[config.mk]
export PLATFORM = sky130hd
export DESIGN_NAME = sft_sched
export DESIGN_NICKNAME = d
export VERILOG_FILES = /design/src/rtl/sft_sched.sv
export SDC_FILE = /design/constraint.sdc
export NUM_CORES = 1
export LEC_CHECK = 0
export ABC_AREA = 1
export CORE_MARGIN = 8
export CORE_UTILIZATION = 55
export DETAILED_ROUTE_END_ITERATION = 6
export PLACE_DENSITY = 0.86
export REMOVE_ABC_BUFFERS = 1
export SYNTH_ARGS = -nofsm -noshare
export SYNTH_HDL_FRONTEND = slang
export SYNTH_SLANG_ARGS = --single-unit
[constraint.sdc]
create_clock -name CLK_I -period 3.66 [get_ports CLK_I]
set_input_delay 0.732 -clock CLK_I [delete_from_list [all_inputs] [get_ports CLK_I]]
set_output_delay 0.732 -clock CLK_I [all_outputs]
set_load 0.02 [all_outputs]
[src/rtl/sft_sched.sv]
`default_nettype none
// +--------------------------------------------------------------------------+
// | Module   : sft_sched                                                     |
// | Purpose  : Round-robin frame scheduler for a 74HC595 chain. Arbitrates   |
// |            two requesters, serialises each frame into shift-byte,        |
// |            store and optional output-enable commands for the shift       |
// |            engine, and services a queued master-reset (clear) request.   |
// | Revision : 1.0 - initial release                                         |
// +--------------------------------------------------------------------------+
module sft_sched #(
    parameter int          NBYTE  = 4,
    parameter logic [15:0] TO_CYC = 16'd4095
) (
    input  logic               CLK_I,
    input  logic               RST_N_I,
    input  logic               clr_req,
    input  logic               req0_vld,
    input  logic [NBYTE*8-1:0] req0_data,
    input  logic               req0_oe_n,
    output logic               req0_ack,
    input  logic               req1_vld,
    input  logic [NBYTE*8-1:0] req1_data,
    input  logic               req1_oe_n,
    output logic               req1_ack,
    output logic               sft_vld,
    output logic [1:0]         sft_cmd,
    output logic               sft_cmd_oen,
    output logic [7:0]         sft_din,
    input  logic               sft_done,
    output logic               busy,
    output logic               gnt,
    output logic               frame_done,
    output logic               err
);

    localparam logic [1:0] S_IDLE  = 2'd0;
    localparam logic [1:0] S_ISSUE = 2'd1;
    localparam logic [1:0] S_WAIT  = 2'd2;
    localparam logic [1:0] S_DONE  = 2'd3;

    localparam logic [1:0] c_CMD_CLR   = 2'b00;
    localparam logic [1:0] c_CMD_SHIFT = 2'b01;
    localparam logic [1:0] c_CMD_STORE = 2'b10;
    localparam logic [1:0] c_CMD_OE    = 2'b11;

    // Command-list positions: 0..NBYTE-1 shift bytes, then store, then OE.
    localparam logic [3:0] c_IDX_STORE = 4'(NBYTE);
    localparam logic [3:0] c_IDX_OE    = 4'(NBYTE + 1);

    logic [1:0]         r_state;
    logic [1:0]         w_state_nxt;
    logic               r_clr_pend;
    logic               r_last;
    logic               r_oe_cur;
    logic               r_gnt;
    logic [NBYTE*8-1:0] r_buf;
    logic               r_oe_n;
    logic               r_is_clr;
    logic [3:0]         r_idx;
    logic [15:0]        r_tcnt;

    logic               w_sel0;
    logic               w_sel1;
    logic               w_adv;
    logic               w_oe_step;
    logic [1:0]         w_cmd;

    assign busy      = (r_state != S_IDLE);
    assign gnt       = r_gnt;
    assign w_oe_step = (r_oe_n != r_oe_cur);

    // Current command list entry: clear, shift byte, store, or output enable.
    always_comb begin
        w_cmd = c_CMD_OE;
        if (r_is_clr) begin
            w_cmd = c_CMD_CLR;
        end else if (r_idx < c_IDX_STORE) begin
            w_cmd = c_CMD_SHIFT;
        end else if (r_idx == c_IDX_STORE) begin
            w_cmd = c_CMD_STORE;
        end
    end

    // State register.
    always_ff @(posedge CLK_I) begin
        if (!RST_N_I) begin
            r_state <= S_IDLE;
        end else begin
            r_state <= w_state_nxt;
        end
    end

    // Next-state, arbitration and command strobe decode.
    always_comb begin
        w_state_nxt = r_state;
        w_sel0      = 1'b0;
        w_sel1      = 1'b0;
        w_adv       = 1'b0;
        req0_ack    = 1'b0;
        req1_ack    = 1'b0;
        sft_vld     = 1'b0;
        sft_cmd     = 2'b00;
        sft_cmd_oen = 1'b0;
        sft_din     = 8'h00;
        frame_done  = 1'b0;
        err         = 1'b0;
        case (r_state)
            S_IDLE: begin
                if (r_clr_pend) begin
                    w_state_nxt = S_ISSUE;
                end else if (req0_vld && (!req1_vld || r_last)) begin
                    w_sel0      = 1'b1;
                    req0_ack    = 1'b1;
                    w_state_nxt = S_ISSUE;
                end else if (req1_vld) begin
                    w_sel1      = 1'b1;
                    req1_ack    = 1'b1;
                    w_state_nxt = S_ISSUE;
                end
            end
            S_ISSUE: begin
                sft_vld     = 1'b1;
                sft_cmd     = w_cmd;
                sft_din     = (w_cmd == c_CMD_SHIFT) ? r_buf[NBYTE*8-1 -: 8] : 8'h00;
                sft_cmd_oen = (w_cmd == c_CMD_OE) ? r_oe_n : 1'b0;
                w_state_nxt = S_WAIT;
            end
            S_WAIT: begin
                if (sft_done) begin
                    if (r_is_clr) begin
                        w_state_nxt = S_DONE;
                    end else if (r_idx < c_IDX_STORE) begin
                        w_adv       = 1'b1;
                        w_state_nxt = S_ISSUE;
                    end else if ((r_idx == c_IDX_STORE) && w_oe_step) begin
                        w_adv       = 1'b1;
                        w_state_nxt = S_ISSUE;
                    end else begin
                        w_state_nxt = S_DONE;
                    end
                end else if (r_tcnt == 16'd0) begin
                    err         = 1'b1;
                    w_state_nxt = S_IDLE;
                end
            end
            S_DONE: begin
                frame_done  = 1'b1;
                w_state_nxt = S_IDLE;
            end
            default: begin
                w_state_nxt = S_IDLE;
            end
        endcase
    end

    // Frame buffer, list index, timeout counter and arbitration bookkeeping.
    always_ff @(posedge CLK_I) begin
        if (!RST_N_I) begin
            r_clr_pend <= 1'b0;
            r_last     <= 1'b1;
            r_oe_cur   <= 1'b1;
            r_gnt      <= 1'b0;
            r_buf      <= '0;
            r_oe_n     <= 1'b1;
            r_is_clr   <= 1'b0;
            r_idx      <= 4'd0;
            r_tcnt     <= 16'd0;
        end else begin
            // A clear that arrives in the same cycle it is served stays queued.
            if ((r_state == S_IDLE) && r_clr_pend) begin
                r_clr_pend <= clr_req;
            end else if (clr_req) begin
                r_clr_pend <= 1'b1;
            end

            case (r_state)
                S_IDLE: begin
                    if (r_clr_pend) begin
                        r_is_clr <= 1'b1;
                        r_idx    <= 4'd0;
                    end else if (w_sel0) begin
                        r_buf    <= req0_data;
                        r_oe_n   <= req0_oe_n;
                        r_gnt    <= 1'b0;
                        r_last   <= 1'b0;
                        r_is_clr <= 1'b0;
                        r_idx    <= 4'd0;
                    end else if (w_sel1) begin
                        r_buf    <= req1_data;
                        r_oe_n   <= req1_oe_n;
                        r_gnt    <= 1'b1;
                        r_last   <= 1'b1;
                        r_is_clr <= 1'b0;
                        r_idx    <= 4'd0;
                    end
                end
                S_ISSUE: begin
                    r_tcnt <= TO_CYC;
                end
                S_WAIT: begin
                    if (w_adv) begin
                        // Next byte moves to the top so din always reads the MSB slot.
                        if (r_idx < c_IDX_STORE) begin
                            r_buf <= r_buf << 8;
                        end
                        r_idx <= r_idx + 4'd1;
                    end else if (r_tcnt != 16'd0) begin
                        r_tcnt <= r_tcnt - 16'd1;
                    end
                end
                S_DONE: begin
                    // Index only reaches the OE slot when cmd 11 was actually issued.
                    if (!r_is_clr && (r_idx == c_IDX_OE)) begin
                        r_oe_cur <= r_oe_n;
                    end
                end
                default: begin
                end
            endcase
        end
    end

endmodule
`default_nettype wire

* Yosys cells after proc, flatten, opt, wreduce, memory -nomap -nowiden
Index checks and enable logic that the tools add are counted.
** Storage, ports and cells
- Register bits :: 60
- Word-level logic and storage cells :: 111
** Operators by class
- Add/subtract/negate cells :: 2
- $lt $le $gt $ge :: 1
- Equality and inequality tests :: 17
- Mux-type cells :: 57
- Bitwise logic cells :: 1
- Reductions and logical operators :: 23
** Operators by type and width (count)
- 32-bit 2-to-1 mux :: 5
- 32-bit one-hot mux with 2 select lines :: 1
- 16-bit 2-to-1 mux :: 2
- 16-bit one-hot mux with 2 select lines :: 1
- 1-bit 2-to-1 mux :: 29
- 2-bit 2-to-1 mux :: 11
- 16-bit zero test :: 1
- 4-bit 2-to-1 mux :: 4
- 8-bit 2-to-1 mux :: 2
- 16-bit nonzero test :: 1
- 16-bit by 1-bit subtractor with 16-bit output (second input constant) :: 1
- 2-bit inequality test (second input constant) :: 5
- 2-bit nonzero test :: 5
- 3-bit AND reduction :: 3
- 4-bit by 3-bit == test with 1-bit output (second input constant) :: 2
- 4-bit inequality test (second input constant) :: 2
- 2-bit one-hot mux with 4 select lines :: 1
- 4-bit one-hot mux with 2 select lines :: 1
- 2-bit == test (second input constant) :: 3
- 3-bit inequality test (second input constant) :: 2
- 2-bit AND reduction :: 3
- 5-bit AND reduction :: 1
- 4-bit by 1-bit adder with 4-bit output (second input constant) :: 1
- 2-bit by 1-bit == test with 1-bit output (second input constant) :: 2
- 8 further kinds :: 12

* Depth between registers and ports, before layout
Gate-level depths: netlist (run 1).
- Depth after elaboration :: 10
- Gate-level depth with buffers :: 14
- Depth with buffers taken out :: 12

* Least setup slack after synthesis (run 1)
Ideal clock, no wire load.
- Path type :: flip-flop to output port
- Start :: register r_state[1]
- End :: output sft_cmd_oen
- Arrival time :: 1.779 ns
- Setup slack :: 1.149 ns
- Stages on the path, launching flop included :: 5
- Cell sequence :: dfxtp_1 inv_1 ha_1 clkinv_1 nor4b_1
** On the way
- Cells in the longest elaborated chain, start to end :: 2
** RTL lines
- start, declared :: RTL line 50 : logic [1:0] r_state;
- start signal, assigned :: RTL line 89 : r_state <= w_state_nxt;
- 2-bit by 1-bit == test with 1-bit output :: RTL line 107 : case (r_state)
- 1-bit 2-to-1 mux :: RTL line 107
- end, declared :: RTL line 27 : output logic sft_cmd_oen,
No other way between the ends.

* Worst setup path in the final report (run 1)
- Start :: input req1_vld
- End :: output req1_ack
** On the way
- Cells in the longest elaborated chain, start to end :: 6
** RTL lines
- start, declared :: RTL line 21 : input logic req1_vld,
- 1-bit zero test :: RTL line 111 : end else if (req0_vld && (!req1_vld || r_last)) begin
- 1-bit logical OR :: RTL line 111
- 1-bit logical AND :: RTL line 111
- 1-bit 2-to-1 mux * :: RTL line 111
- 1-bit 2-to-1 mux * :: RTL line 109 : if (r_clr_pend) begin
- 1-bit 2-to-1 mux * :: RTL line 107
- end, declared :: RTL line 24 : output logic req1_ack,
Mark *: on every way between the ends. The rest lies on a longest branch, timed or not.

==> results of run 1 <==
layout make-up:
class,instances,area [µm²],area share (%)
clock buffer,11,131,2.60
clock inverter,5,52.6,1.04
inverter,82,308,6.10
multi-input combinational,500,2300,45.6
sequential,60,1200,23.8
tap,99,124,2.45
timing repair buffer,94,928,18.4
power by group through the flow:
stage	Clock [mW]	Combinational, mW	Sequential, mW
2_1_floorplan	0	0.963	0.901
3_3_place_gp	0	1.30	0.916
3_5_place_dp	0	1.33	0.925
4_1_cts	0.586	1.34	0.911
5_1_grt	0.624	1.52	0.930
6_report	0.582	1.35	0.915
sequential cells by signal, indices dropped and copies added (netlist names):
name	count
r_buf	32
r_tcnt	16
r_idx	4
r_state	2
gnt	1
r_clr_pend	1
r_is_clr	1
r_last	1
r_oe_cur	1
r_oe_n	1
critical path: cells and delay by family:
| kind | cells | cell delay [ns] |
|---|---|---|
| and+or+nand+nor | 3 | 0.49 |
| buffers and inverters | 3 | 1.31 |
worst paths after layout:
kind / start / slack (ns) / cells after the start / to
worst max-delay path: req1_vld / 0.41 / 6 / req1_ack
worst min-delay path: r_last / 0.47 / 2 / r_last
worst max register to register: r_state[0] / 1.28 / 11 / r_buf[17]
worst min register to register: r_last / 0.47 / 2 / r_last
per-layer routing:
| metal | track usage, % | up-vias | share of wire [%] |
|---|---|---|---|
| met5 | 0 | - | 0 |
| met4 | 5.47 | 0 | 1.2 |
| met3 | 4.77 | 14 | 6.2 |
| met2 | 38.8 | 149 | 50 |
| met1 | 26.9 | 1946 | 43 |
| li1 | - | 2235 | - |
per-stage QoR:
step / area (µm²) / util [%] / hold WS (ns)
CTS: 5050 / 71.1 / 0.468
detailed placement: 4860 / 68.5 / 0.453
global placement: 4860 / 68.5 / 0.453
floorplan: 3810 / - / 0.433
global route: 5050 / 71.1 / 0.507
finish: 5050 / 71.1 / 0.467
cell families after synthesis:
logic type      synth area share [%]
buf+inv                         11.5
compound gates                  8.25
fa+ha+maj                       2.84
simple gates                    46.8
flops                           30.3
xor+xnor                       0.221
cells in the mapped netlist:
| master | n | share of area (%) |
|---|---|---|
| nand3_2 | 2 | 0.51 |
| ha_1 | 9 | 2.8 |
| buf_2 | 7 | 0.88 |
| dfxtp_1 | 60 | 30 |
| nor3_1 | 12 | 1.5 |
| nand2_1 | 224 | 21 |
| nor4_1 | 2 | 0.32 |
| nor2_1 | 106 | 10 |
| o211ai_1 | 1 | 0.19 |
| buf_4 | 1 | 0.19 |
| nand2_4 | 3 | 0.85 |
| buf_1 | 3 | 0.28 |
| nand2_8 | 1 | 0.51 |
| nand3_1 | 62 | 7.8 |
| nand4_1 | 10 | 1.6 |
| clkinv_1 | 2 | 0.19 |
| a21oi_2 | 10 | 2.2 |
| o21ai_0 | 11 | 1.4 |
| nor2_2 | 1 | 0.16 |
| buf_6 | 4 | 1.1 |
| inv_2 | 6 | 0.57 |
| nor2_4 | 1 | 0.28 |
| inv_1 | 74 | 7.0 |
| nand2_2 | 7 | 1.1 |
| nor4b_1 | 1 | 0.22 |
| clkbuf_1 | 13 | 1.2 |
| a31oi_1 | 5 | 0.79 |
| xnor2_1 | 1 | 0.22 |
| a21oi_1 | 29 | 3.7 |
| or2_2 | 1 | 0.16 |
| nor2_8 | 1 | 0.51 |
==> metrics.txt, run 1 <==
crit path max fanout 4; Placed Cells 835; grt ovf 0; drt pass-1 iters 5; Die Wd roughly 100 µm; root buf cell clkbuf_8; Slew HR 56.9%; Post-DP HPWL 8090 µm; share of cells above drive strength 1 6.91%; Critical Path RT 2.93 ns; gp weighted congestion 0.883; synth unique cells 31; Gate power share between 40% and 50%; Largest stage delay, worst path 0.70 ns; Leak 2.33 nW; Sw Share 43.2%; ant diodes 0; CTS resizes 0; Startpoint Class primary input; f_max 307 MHz; synthesized area per cell about 6 µm²; sequential cell area fraction in the yosys report 30.3%; period utilisation layout 88.9%; clk sink count 60; P_int 1.62 mW; maximum clock insertion buffer count 2; Crit. End Element output port; clock power share 20.5%; via count around 4,300; total clock buffers created by CTS 9; most frequent cells in the layout nand2_1, nor2_1, clkdlybuf4s50_1; vias per inst 5.10; fillers 635; worst clock skew 0.00996 ns; First DRT Iteration DRCs 293; max-cap violations 0; Area Overhead vs Synth 27.5%; largest net degree at the start of global routing 58; switching power ~1.2 mW; vias in the first global route just over 4,000; initial antenna violation count 0; Finished Layout Cells 851; CTS hold repair buffers 0; critical path type primary input to output port; Final Hold Viols 0; total core area 7100 µm²; worst path cell trace clkdlybuf4s50_1 > nand2_1 > nand2_1 > inv_1 > nor2_1 > clkdlybuf4s50_1; total power 2.84 mW; crit path time final 3.25 ns; Die Ht approximately 100 µm; IO Port Bufs 89; # IOs 90; CTS tree done; Row Count 31; pre-CTS setup slack 0.435 ns; Max Slew Vio Count 0; Wirelength per Cell 13.3 µm; drt drc 0; setup slack after layout about 0.4 ns; RSZ-0062 raised after global routing no; Final setup violation count 0; Initial Util 55.8%; Hold Crit Class flop to flop; CTS clock-pin slew for the worst setup and hold paths 0.06 ns; Power Dens Cells between 500 and 600 nW/µm²; Die Footprint roughly 10,000 µm²; status complete, no violations; Mapped Area just under 4000 µm²; Worst-Margin Slew 0.647 ns; data arrival time of the worst path approximately 2.5 ns; slowest cell on the critical path clkdlybuf4s50_1; worst IR drop on VDD 0.000377 V; Fin Setup TNS 0 ns; Sequential Power Share 32.2%; layout net count a little over 800; first-pass GRT wire length 18,400 µm; Synth Instances 670; # Post-CTS Setup Buffers 0; H-tree levels 3; global-route usage over all layers 22.3%; #FFs+latches synth 60; commonest non-fill, non-tap cell in the layout nand2_1; Clock Latency Late Sink 0.34 ns; DRT Wirelength 11,300 µm; YS warnings 0; ANT nets after route 0
(Power assumes the default switching activity.)
==> run 2, diff against run 1 <==
CTS_CLUSTER_SIZE = 40   (was unset)
PLACE_DENSITY = unset   (was 0.86)
PLACE_DENSITY_LB_ADDON = 0.15   (was unset)
==> metrics.txt, run 2 (synthesis results as in run 1) <==
status complete, no violations; clock power share 19.5% (-1.0 points); R2R Path End r_buf[28]; Final Hold Viols 0 (unchanged); CTS resizes 0 (unchanged); max-cap violations 0 (unchanged); layout net count 830 (+0.24%); Critical Path RT 2.93 ns (about the same); vias in the first global route 4,059 (+0.87%); First DRT Iteration DRCs 177 (-40%); Hold Crit Start r_last; Fin Setup TNS 0 ns (unchanged); total clock buffers created by CTS 9 (unchanged); first-pass GRT wire length 18,300 µm (-0.45%); Hold Slack 0.468 ns (+0.00143 ns); Critical R2R Launch r_state[0]; Largest stage delay, worst path 0.67 ns (-0.03 ns); Power Dens Cells 552 nW/µm² (-1.9%); Crit. End Element output port; Sw Share 43.3% (+0.19 points); Min-Delay Endpoint r_last; Placed Cells 837 (+0.24%); Finished Layout Cells 852 (+0.12%); Initial Util 55.8% (unchanged); Levels on crit path 6 (unchanged); Worst-Margin Slew 0.632 ns (-0.0150 ns); largest net degree at the start of global routing 58 (unchanged); gp weighted congestion 0.887 (+0.43%); CTS clock-pin slew for the worst setup and hold paths 0.07 ns (about the same); Leak 2.34 nW (+0.16%); RSZ-0062 raised after global routing no; maximum clock insertion buffer count 2 (unchanged); switching power 1.21 mW (-1.3%); Die Ht 101 µm (unchanged); Row Count 31 (unchanged); Final setup violation count 0 (unchanged); worst IR drop on VDD 0.000294 V (-22%); critical path type primary input to output port; leading registers by flop count r_buf: 32 flops, r_tcnt: 16 flops, r_idx: 4 flops; crit path time final 3.23 ns (-0.0222 ns); most frequent cells in the layout nand2_1, nor2_1, clkdlybuf4s50_1; Hold Crit Class flop to flop; Startpoint Class primary input; period utilisation layout 88.3% (-0.61 points); post-route core utilization 71.2% (+0.11 points); Die Footprint 10,200 µm² (unchanged); ANT nets after route 0 (unchanged); drt pass-1 iters 5 (unchanged); Max Slew Vio Count 0 (unchanged); share of cells above drive strength 1 7.30% (+0.39 points); CTS tree done; total power 2.79 mW (-1.7%); post-route cell area 5050 µm² (+0.15%); f_max 309 MHz (+0.69%); Post-DP HPWL 8010 µm (-0.97%); Slew HR 57.9% (+1.0 points); worst path cell trace clkdlybuf4s50_1 > nand2_1 > nand2_1 > inv_1 > nor2_1 > clkdlybuf4s50_1; Largest Register r_buf; H-tree levels 3 (unchanged); # Post-CTS Setup Buffers 0 (unchanged); clk sink count 60 (unchanged); # IOs 90 (unchanged); pre-CTS setup slack 0.478 ns (+0.0427 ns); total core area 7100 µm² (unchanged); Sequential Power Share 32.6% (+0.4 points); CTS hold repair buffers 0 (unchanged); initial antenna violation count 0 (unchanged); Area Overhead vs Synth 27.7%; Clock Latency Late Sink 0.33 ns (about the same); P_int 1.58 mW (-2.1%); slowest cell on the critical path clkdlybuf4s50_1; drt drc 0 (unchanged); grt ovf 0 (unchanged); Die Wd 101 µm (unchanged); DRT Wirelength 11,000 µm (-2.9%); Gate power share 47.9% (+0.6 points); vias per inst 5.00 (-2.0%); number of flip-flops in the largest register 32 (unchanged); ant diodes 0 (unchanged); WHS Path Cells 2 (unchanged); FF-to-FF path depth 11 (unchanged); worst clock skew 0.00872 ns (-0.00124 ns); CP bufs+invs 3 (unchanged); commonest non-fill, non-tap cell in the layout nand2_1; crit path max fanout 4 (unchanged); Post-DP Area 4880 µm² (+0.31%); data arrival time of the worst path 2.50 ns (-0.02 ns); via count 4,262 (-1.9%); global-route usage over all layers 22.1% (-0.18 points); FF-to-FF setup slack 1.28 ns (about the same); Crit path max-delay family buffers and inverters; Wirelength per Cell 12.9 µm (-3.0%); setup slack after layout 0.429 ns (+0.0222 ns); root buf cell clkbuf_8; IO Port Bufs 89 (unchanged)
## run 2: cell types whose count changed in the layout (fill, tap and decap cells not counted), sizes merged
cell,previous run,this run
clkinv,5,4
bufinv,1,0
buf,5,7
clkinvlp,1,2
## run 2: worst min-delay path, cell delays in order, from the launching register on
cell,delay [ns]
dfxtp_1,0.33
a21oi_1,0.06
nand2_1,0.05
## run 2: layout make-up
class	count	area (µm²)
clock buffers	11	151
fillers	633	2040
repair buffers	96	943
well taps	99	124
inverters	82	308
clock inverters	4	25.0
multi-input cells	500	2300
flip-flops and latches	60	1200
## run 2: worst max path at each step
| stage | start | endpoint | slack [ns] |
|---|---|---|---|
| finish | req1_vld | req1_ack | 0.43 |
| floorplan | r_state[0] | err | 0.29 |
| CTS | req1_vld | req1_ack | 0.47 |
| detailed placement | req1_vld | req1_ack | 0.48 |
| global placement | req1_vld | req1_ack | 0.56 |
| global route | req1_vld | req1_ack | 0.37 |
## run 2: metal layers
metal	GRT usage (%)	vias to the layer above	part of all wire [%]
li1	-	2239	-
met1	26.7	1891	45
met2	37.3	115	48
met3	4.35	17	6.0
met4	8.72	0	1.5
met5	0	-	0
## run 2: power groups by stage
stage | combinational [mW] | clock, mW | sequential, mW
floorplan | 0.963 | 0 | 0.901
global placement | 1.30 | 0 | 0.916
CTS | 1.34 | 0.554 | 0.909
detailed placement | 1.33 | 0 | 0.923
finish | 1.34 | 0.543 | 0.911
global route | 1.53 | 0.581 | 0.930
==> run 3, diff against run 2 <==
CTS_CLUSTER_DIAMETER = 120   (was unset)
SLEW_MARGIN = 0   (was unset)
==> results of run 3 <==
No change in the layout: final DEF, timing and power equal those of run 2.
